File: config.mk
export PLATFORM = sky130hd
export DESIGN_NAME = fetch_bp_bid_alloc
export DESIGN_NICKNAME = d
export VERILOG_FILES = /design/src/rtl/fetch_bp_bid_alloc.sv
export SDC_FILE = /design/constraint.sdc
export NUM_CORES = 1
export LEC_CHECK = 0
export BUFFER_PORTS_ARGS = -buffer_cell sky130_fd_sc_hd__buf_2
export CORE_MARGIN = 2
export CORE_UTILIZATION = 45
export CTS_BUF_LIST = sky130_fd_sc_hd__clkbuf_2 sky130_fd_sc_hd__clkbuf_4 sky130_fd_sc_hd__clkbuf_8
export CTS_CLUSTER_DIAMETER = 150
export CTS_CLUSTER_SIZE = 20
export DETAILED_ROUTE_END_ITERATION = 7
export SYNTH_ARGS = -nofsm -noshare
export SYNTH_HDL_FRONTEND = slang
export SYNTH_SLANG_ARGS = --single-unit
File: constraint.sdc
create_clock -name clk -period 9.9 [get_ports clk]
set_input_delay 1.485 -clock clk [delete_from_list [all_inputs] [get_ports clk]]
set_output_delay 1.485 -clock clk [all_outputs]
set_load 0.1 [all_outputs]
File: src/rtl/fetch_bp_bid_alloc.sv
// Purpose: allocates branch IDs from an 8-slot in-order window and emits the prediction record.
// Latency: the prediction record appears exactly 1 cycle after an accepted request.
// Backpressure: o_fp_ready drops when the window is full, during cooldown, or on a same-cycle override.
module fetch_bp_bid_alloc #(
  parameter bit COOLDOWN_BLOCK = 1'b1,
  parameter int SLOTS_LOG2     = 3
) (
  input  logic                  clk,
  input  logic                  resetn,
  // Fetch-side prediction requests
  input  logic                  i_fp_valid,
  input  logic [31:0]           i_fp_pc,
  input  logic                  i_fp_taken,
  input  logic                  i_fp_hit,
  input  logic [31:0]           i_fp_target,
  output logic                  o_fp_ready,
  output logic [SLOTS_LOG2:0]   o_fp_bid,
  // Registered prediction record
  output logic                  o_bp_valid,
  output logic [SLOTS_LOG2:0]   o_bp_bid,
  output logic                  o_bp_taken,
  output logic                  o_bp_hit,
  output logic [31:0]           o_bp_target,
  // Commit / override from the result table
  input  logic                  i_bc_valid,
  input  logic [SLOTS_LOG2:0]   i_bc_bid,
  input  logic                  i_bco_valid,
  input  logic                  i_bco_cooldown,
  // Window status
  output logic                  o_head_valid,
  output logic [SLOTS_LOG2:0]   o_head_bid,
  output logic [31:0]           o_head_pc,
  output logic [SLOTS_LOG2:0]   o_inflight,
  output logic                  o_err_order
);

  localparam int                  SLOTS   = 1 << SLOTS_LOG2;
  localparam logic [SLOTS_LOG2:0] BID_ONE = {{SLOTS_LOG2{1'b0}}, 1'b1};

  // Pointers carry one extra wrap bit so full and empty are distinguishable.
  logic [SLOTS_LOG2:0] head_q, head_d;
  logic [SLOTS_LOG2:0] tail_q, tail_d;
  logic                err_q, err_d;

  logic                bp_valid_q;
  logic [SLOTS_LOG2:0] bp_bid_q;
  logic                bp_taken_q;
  logic                bp_hit_q;
  logic [31:0]         bp_target_q;

  logic [31:0]         pc_mem [SLOTS];

  logic empty;
  logic full;
  logic ovr;
  logic fire;
  logic order_bad;

  assign empty = (tail_q == head_q);
  assign full  = (tail_q[SLOTS_LOG2-1:0] == head_q[SLOTS_LOG2-1:0]) &&
                 (tail_q[SLOTS_LOG2] != head_q[SLOTS_LOG2]);

  // Override only counts when qualified by a commit.
  assign ovr = i_bc_valid & i_bco_valid;

  // A same-cycle commit does not relieve full: ready depends on registered pointers only.
  assign o_fp_ready = ~full & ~(COOLDOWN_BLOCK & i_bco_cooldown) & ~ovr;
  assign fire       = i_fp_valid & o_fp_ready;

  // Commits must retire strictly in order from a non-empty window.
  assign order_bad = i_bc_valid & (empty | (i_bc_bid != head_q));

  assign o_fp_bid     = tail_q;
  assign o_head_valid = ~empty;
  assign o_head_bid   = head_q;
  assign o_head_pc    = pc_mem[head_q[SLOTS_LOG2-1:0]];
  assign o_inflight   = tail_q - head_q;
  assign o_err_order  = err_q;

  assign o_bp_valid  = bp_valid_q;
  assign o_bp_bid    = bp_bid_q;
  assign o_bp_taken  = bp_taken_q;
  assign o_bp_hit    = bp_hit_q;
  assign o_bp_target = bp_target_q;

  // Next pointers: an override rewinds both pointers past the overriding branch,
  // otherwise allocation moves the tail and a commit on a non-empty window moves the head.
  always_comb begin
    head_d = head_q;
    tail_d = tail_q;
    err_d  = err_q | order_bad;
    if (ovr) begin
      head_d = i_bc_bid + BID_ONE;
      tail_d = i_bc_bid + BID_ONE;
    end else begin
      if (fire) begin
        tail_d = tail_q + BID_ONE;
      end
      if (i_bc_valid && !empty) begin
        head_d = head_q + BID_ONE;
      end
    end
  end

  // Pointer and sticky error state.
  always_ff @(posedge clk or negedge resetn) begin
    if (!resetn) begin
      head_q <= '0;
      tail_q <= '0;
      err_q  <= 1'b0;
    end else begin
      head_q <= head_d;
      tail_q <= tail_d;
      err_q  <= err_d;
    end
  end

  // Prediction record: valid pulses for one cycle per accepted request, data fields hold.
  always_ff @(posedge clk or negedge resetn) begin
    if (!resetn) begin
      bp_valid_q  <= 1'b0;
      bp_bid_q    <= '0;
      bp_taken_q  <= 1'b0;
      bp_hit_q    <= 1'b0;
      bp_target_q <= '0;
    end else begin
      bp_valid_q <= fire;
      if (fire) begin
        bp_bid_q    <= tail_q;
        bp_taken_q  <= i_fp_taken;
        bp_hit_q    <= i_fp_hit;
        bp_target_q <= i_fp_target;
      end
    end
  end

  // Branch PC storage per slot; contents are meaningless until written, so no reset.
  always_ff @(posedge clk) begin
    if (fire) begin
      pc_mem[tail_q[SLOTS_LOG2-1:0]] <= i_fp_pc;
    end
  end

endmodule

; Word level (Yosys, flattened, before mapping)
; Memory sizes are Yosys's and may differ from the RTL's.
; Index checks and enable logic that the tools add are counted.
[totals]
elab_cells = 39
in_bits = 76
mem_bits_ro = 0
latch_bits = 0
ff_bits = 48
output_inout_bits = 86
ramBits = 256
mem_count = 1
[mem_list]
columns = name, words, width, read_ports, rd_clocked_by_memory_dff, write_ports, line
row1 = pc_mem, 8, 32, 1, 0, 1, 51  ; logic [31:0] pc_mem [SLOTS];
[op_classes]
n_div = 0
eq_ne = 4
n_addsub = 4
bitwise_logic = 11
n_mul = 0
n_shift = 0
magnitude_cmp = 0
reduce_logical = 5
muxes = 6
[op_table]
columns = operator, n
row1 = $mux W4, 4
row2 = $add A4 B1 Y4 const B, 3
row3 = $and A1 B1 Y1, 5
row4 = $eq A4 B4 Y1, 1
row5 = $ne A4 B4 Y1, 1
row6 = $not A1 Y1, 4
row7 = $reduce_bool A2 Y1, 2
row8 = $sub A4 B4 Y4, 1
row9 = $eq A3 B3 Y1, 1
row10 = $logic_and A1 B1 Y1, 2
row11 = $mux W1, 2
row12 = $or A1 B1 Y1, 2
row13 = $logic_not A1 Y1, 1
row14 = $ne A1 B1 Y1, 1

; Depth between registers and ports, before layout
[depth]
word_depth = 8
mapped_depth = 11
ltp_nobuf = 6

; Least setup slack after synthesis
; No wires, ideal clock.
[synth_path]
kind = register -> register
startpoint = register head_q[2], in the netlist o_head_bid[2]
endpoint = memory pc_mem[1][0], enable pin
stages_incl_launch_ff = 9
setup_ns = 0.502
t_arrival_ns = 5.672
t_required_ns = 9.398
synth_period_minus_slack_ns = 6.173
setup_slack_ns = 3.727
n_path_buf = 2
path_cell_list = dfrtp_1 -> clkbuf_1 -> clkinv_1 -> clkbuf_1 -> ha_1 -> and3_1 -> a21oi_2 -> nand2_1 -> nor4_1
[synth_via]
elab_chain_len = 8
[synth_rtl]
columns = item, line
row1 = "start, declared", 41  ; logic [SLOTS_LOG2:0] head_q, head_d;
row2 = "start signal, assigned", 108  ; head_q <= '0;
row3 = "start signal, assigned", 112  ; head_q <= head_d;
row4 = $eq A3 B3 Y1, 60  ; assign full = (tail_q[SLOTS_LOG2-1:0] == head_q[SLOTS_LOG2-1:0]) &&
row5 = $logic_and A1 B1 Y1, 60
row6 = $not A1 Y1, 67  ; assign o_fp_ready = ~full & ~(COOLDOWN_BLOCK & i_bco_cooldown) & ~ovr;
row7 = $and A1 B1 Y1 (2 in a row), 67
row8 = $and A1 B1 Y1, 68  ; assign fire = i_fp_valid & o_fp_ready;
row9 = $mux W1, 139  ; if (fire) begin
row10 = $mux W1 (not written as such), 140  ; pc_mem[tail_q[SLOTS_LOG2-1:0]] <= i_fp_pc;
row11 = "end, declared", 51
; Every way passes these cells.

; Worst setup path in the final report
[layout_path]
startpoint = register head_q[2], in the netlist o_head_bid[2]
endpoint = output o_fp_ready
[layout_via]
elab_chain_len = 5
[layout_rtl]
columns = item, line
row1 = $eq A3 B3 Y1, 60
row2 = $logic_and A1 B1 Y1, 60
row3 = $not A1 Y1, 67
row4 = $and A1 B1 Y1 (2 in a row), 67
row5 = "end, declared", 16  ; output logic o_fp_ready,
; Every way passes these cells.

==> results.sh <==
export IMPL_synthFlopType="edfxtp_1"
export IMPL_synth_most_common_cell="edfxtp_1"
export IMPL_ys_ff_latch=304
export IMPL_num_io_pins=162
export IMPL_slew_headroom_pct=25.55
export IMPL_synth_cell_types=41
export IMPL_place_port_buffers=161
export IMPL_dieArea_sq_um=27740
export IMPL_routed_via_count=6058
export IMPL_ant_nets=0
export IMPL_syn_inst=617
export IMPL_postCtsSetupBuffers=0
export IMPL_netlist_area_sq_um=11890
export IMPL_cts_htree_levels=1
export IMPL_hp_class="reg -> reg"
export IMPL_cts_tree="built"
export IMPL_via_per_inst=5.399
export IMPL_ys_warn_count=0
export IMPL_globalRouteTotalUtil_pct=17.72
export IMPL_gp_congestion=0.8114
export IMPL_rows=59
export IMPL_num_nets_final=863
export IMPL_fin_cells=1122
export IMPL_die_h_um=166.6
export IMPL_cap_violations=0
export IMPL_rsz0062_at_grt="false"
export IMPL_synth_common_cells="edfxtp_1, nand2_1, mux4_2"
export IMPL_period_minus_slack_ns=5.153
export IMPL_worstPathArrival_ns=3.67
export IMPL_use_met3_pct=3.208
export IMPL_clkTransAtPathRegs_ns=0.12
export IMPL_status="completed"
export IMPL_wl_um=24320
export IMPL_clkLatencyLatePin_ns=0.54
export IMPL_grt_remaining_overflow=0
export IMPL_path_class="reg -> out"
export IMPL_firstDrtPassIters=5
export IMPL_hpwl_um=14160
export IMPL_async_flop_share_pct=15.79
export IMPL_cp_start_kind="register"
export IMPL_synth_edff_count=256
export IMPL_numCtsBuffers=19
export IMPL_final_period_utilization_pct=52.05
export IMPL_syn_area_per_cell_sq_um=19.27
export IMPL_cts_sinks=304
export IMPL_fmax_mhz=194.1
export IMPL_ys_seq_area_share_pct=74.75
export IMPL_initial_utilization_pct=45.76
export IMPL_route_detailed_drc=0
export IMPL_first_iter_violations=383
export IMPL_syn2layout_area_growth_pct=12.95
export IMPL_finalClockSkew_ns=0.02489
export IMPL_synth_area_leaders="edfxtp_1, mux4_2, dfrtp_1, nand2_1, mux2_2"
export IMPL_slew_violations=0
export IMPL_postCtsHoldBufs=0
export IMPL_p_total_mw=4.077
export IMPL_syn_num_nets=700
export IMPL_placedCellCount=1094
export IMPL_cp_max_fo=25
export IMPL_cp_required_ns=8.42
export IMPL_drive_above_1_share_pct=40.08
export IMPL_antenna_found_initial=3
export IMPL_yosysTopAreaCell="edfxtp_1"
export IMPL_fillers=2096
export IMPL_top_usage_layer="met2"
export IMPL_die_x_um=166.6
export IMPL_max_slew_worst_pin_slew_ns=1.117
export IMPL_cts_resized=0
export IMPL_core_sq_um=25980
export IMPL_p_leak_nw=4.880
export IMPL_synth_top_area_share_pct=64.65
export IMPL_end_kind="output pin"
export IMPL_setup_tns_final_ns=0
export IMPL_power_density_nw_per_um2=303.5
export IMPL_grt_pass1_wl_um=37880
export IMPL_clock_path_buffers=3
export IMPL_grtUsageMet1_pct=24.14
export IMPL_seq_area_sq_um=8897
export IMPL_ir_drop_uv=564.4
export IMPL_clockRootBuffer="clkbuf_8"
export IMPL_hold_viol_final=0
export IMPL_setup_viol=0
export IMPL_first_global_vias=6488
export IMPL_multiInputGateArea_sq_um=2856
export IMPL_grt_max_degree=72
export IMPL_met2_usage_pct=30.26
export IMPL_avgRoutedWirePerCell_um=21.68
-- state kept, by name (all words and copies together) (netlist names) --
signal       count
pc_mem         256
o_err_order      1
o_head_bid       4
o_bp_hit         1
o_bp_taken       1
o_bp_valid       1
o_fp_bid         4
o_bp_bid         4
o_bp_target     32
-- report_power, final --
part | internal [mW] | switching (mW) | total [mW] | leakage, nW
combinational | 0.386 | 1.49 | 1.87 | 1.84
clock | 0.206 | 0.361 | 0.567 | 0.172
sequential | 1.52 | 0.119 | 1.64 | 2.87
total | 2.11 | 1.96 | 4.08 | 4.88
-- routing by layer --
| metal | vias to the layer above | routed length [um] | share of wire (%) |
|---|---|---|---|
| met1 | 3117 | 10190 | 42 |
| met4 | 4 | 427 | 1.8 |
| met3 | 30 | 1620 | 6.7 |
| met2 | 211 | 12060 | 50 |
| met5 | - | 24 | 0.099 |
| li1 | 2696 | - | - |
-- through the flow --
stage / util (%) / setup WS [ns] / hold WS (ns) / area [sq um]
after CTS: 51.68 / 4.561 / 0.4844 / 13430
final: 51.69 / 4.747 / 0.4793 / 13430
after global routing: 51.68 / 4.375 / 0.5089 / 13430
after global placement: 50.41 / 5.274 / 0.4487 / 13100
after detailed placement: 50.41 / 5.202 / 0.4550 / 13100
after floorplan: - / 3.727 / 1.050 / 11890
-- critical path, stage by stage, from the launching register on --
cell and delay, ns:
dfrtp_2 0.38, clkinv_1 0.74, buf_4 0.50, ha_1 0.35, and3_1 0.25, a21oi_2 0.20, nand2_1 0.20, inv_1 0.09
buf_2 0.43
-- cell usage in the layout (no fill, tap or decap), types with 2 or more instances in the layout --
master,n
inv_1,9
xnor2_1,7
and2_1,2
xor2_1,6
dfrtp_1,45
nand2_1,103
buf_2,161
nor2_4,3
nand3_1,5
clkbuf_8,19
mux2i_1,3
clkbuf_4,6
mux4_2,64
nor3_2,4
mux2_2,29
ha_1,6
edfxtp_1,256
a21o_1,2
dfrtp_4,2
buf_4,11
o21ai_0,4
nor2_1,4
mux2_4,9
a21oi_1,3
a22o_1,2
-- path summary, 6_finish.rpt --
check	from	end	slack, ns	cells past startpoint
worst max-delay path	o_head_bid[2]	o_fp_ready	4.75	8
worst min-delay path	o_err_order	o_err_order	0.48	1
worst max register to register	o_head_bid[2]	o_bp_target[5]	5.95	7
worst min register to register	o_err_order	o_err_order	0.48	1
max in group asynchronous	resetn	o_head_bid[0]	8.00	1
min in group asynchronous	resetn	o_bp_target[11]	1.13	1
-- final cells by class --
cell class	instances	share of cell area, %
flip-flops and latches	304	66.24
multi-input cells	273	21.27
repair buffers	172	6.614
well taps	335	3.121
clock buffers	25	2.282
inverters	10	0.2795
clock inverters	2	0.1770
diodes	1	0.01863
-- cells by family (layout without fill, tap and decap cells) --
group / after synthesis / after routing / synth area share (%)
AO/OA/AOI/OAI: 20 / 20 / 1.210
XOR/XNOR: 13 / 13 / 0.9575
adder cells (fa/ha/maj): 7 / 7 / 0.7997
buffers and inverters: 40 / 209 / 1.641
flip-flops: 304 / 304 / 74.75
multiplexers: 105 / 105 / 16.26
other: 0 / 1 / 0
AND/OR/NAND/NOR: 128 / 128 / 4.388
(Power assumes the default switching activity.)
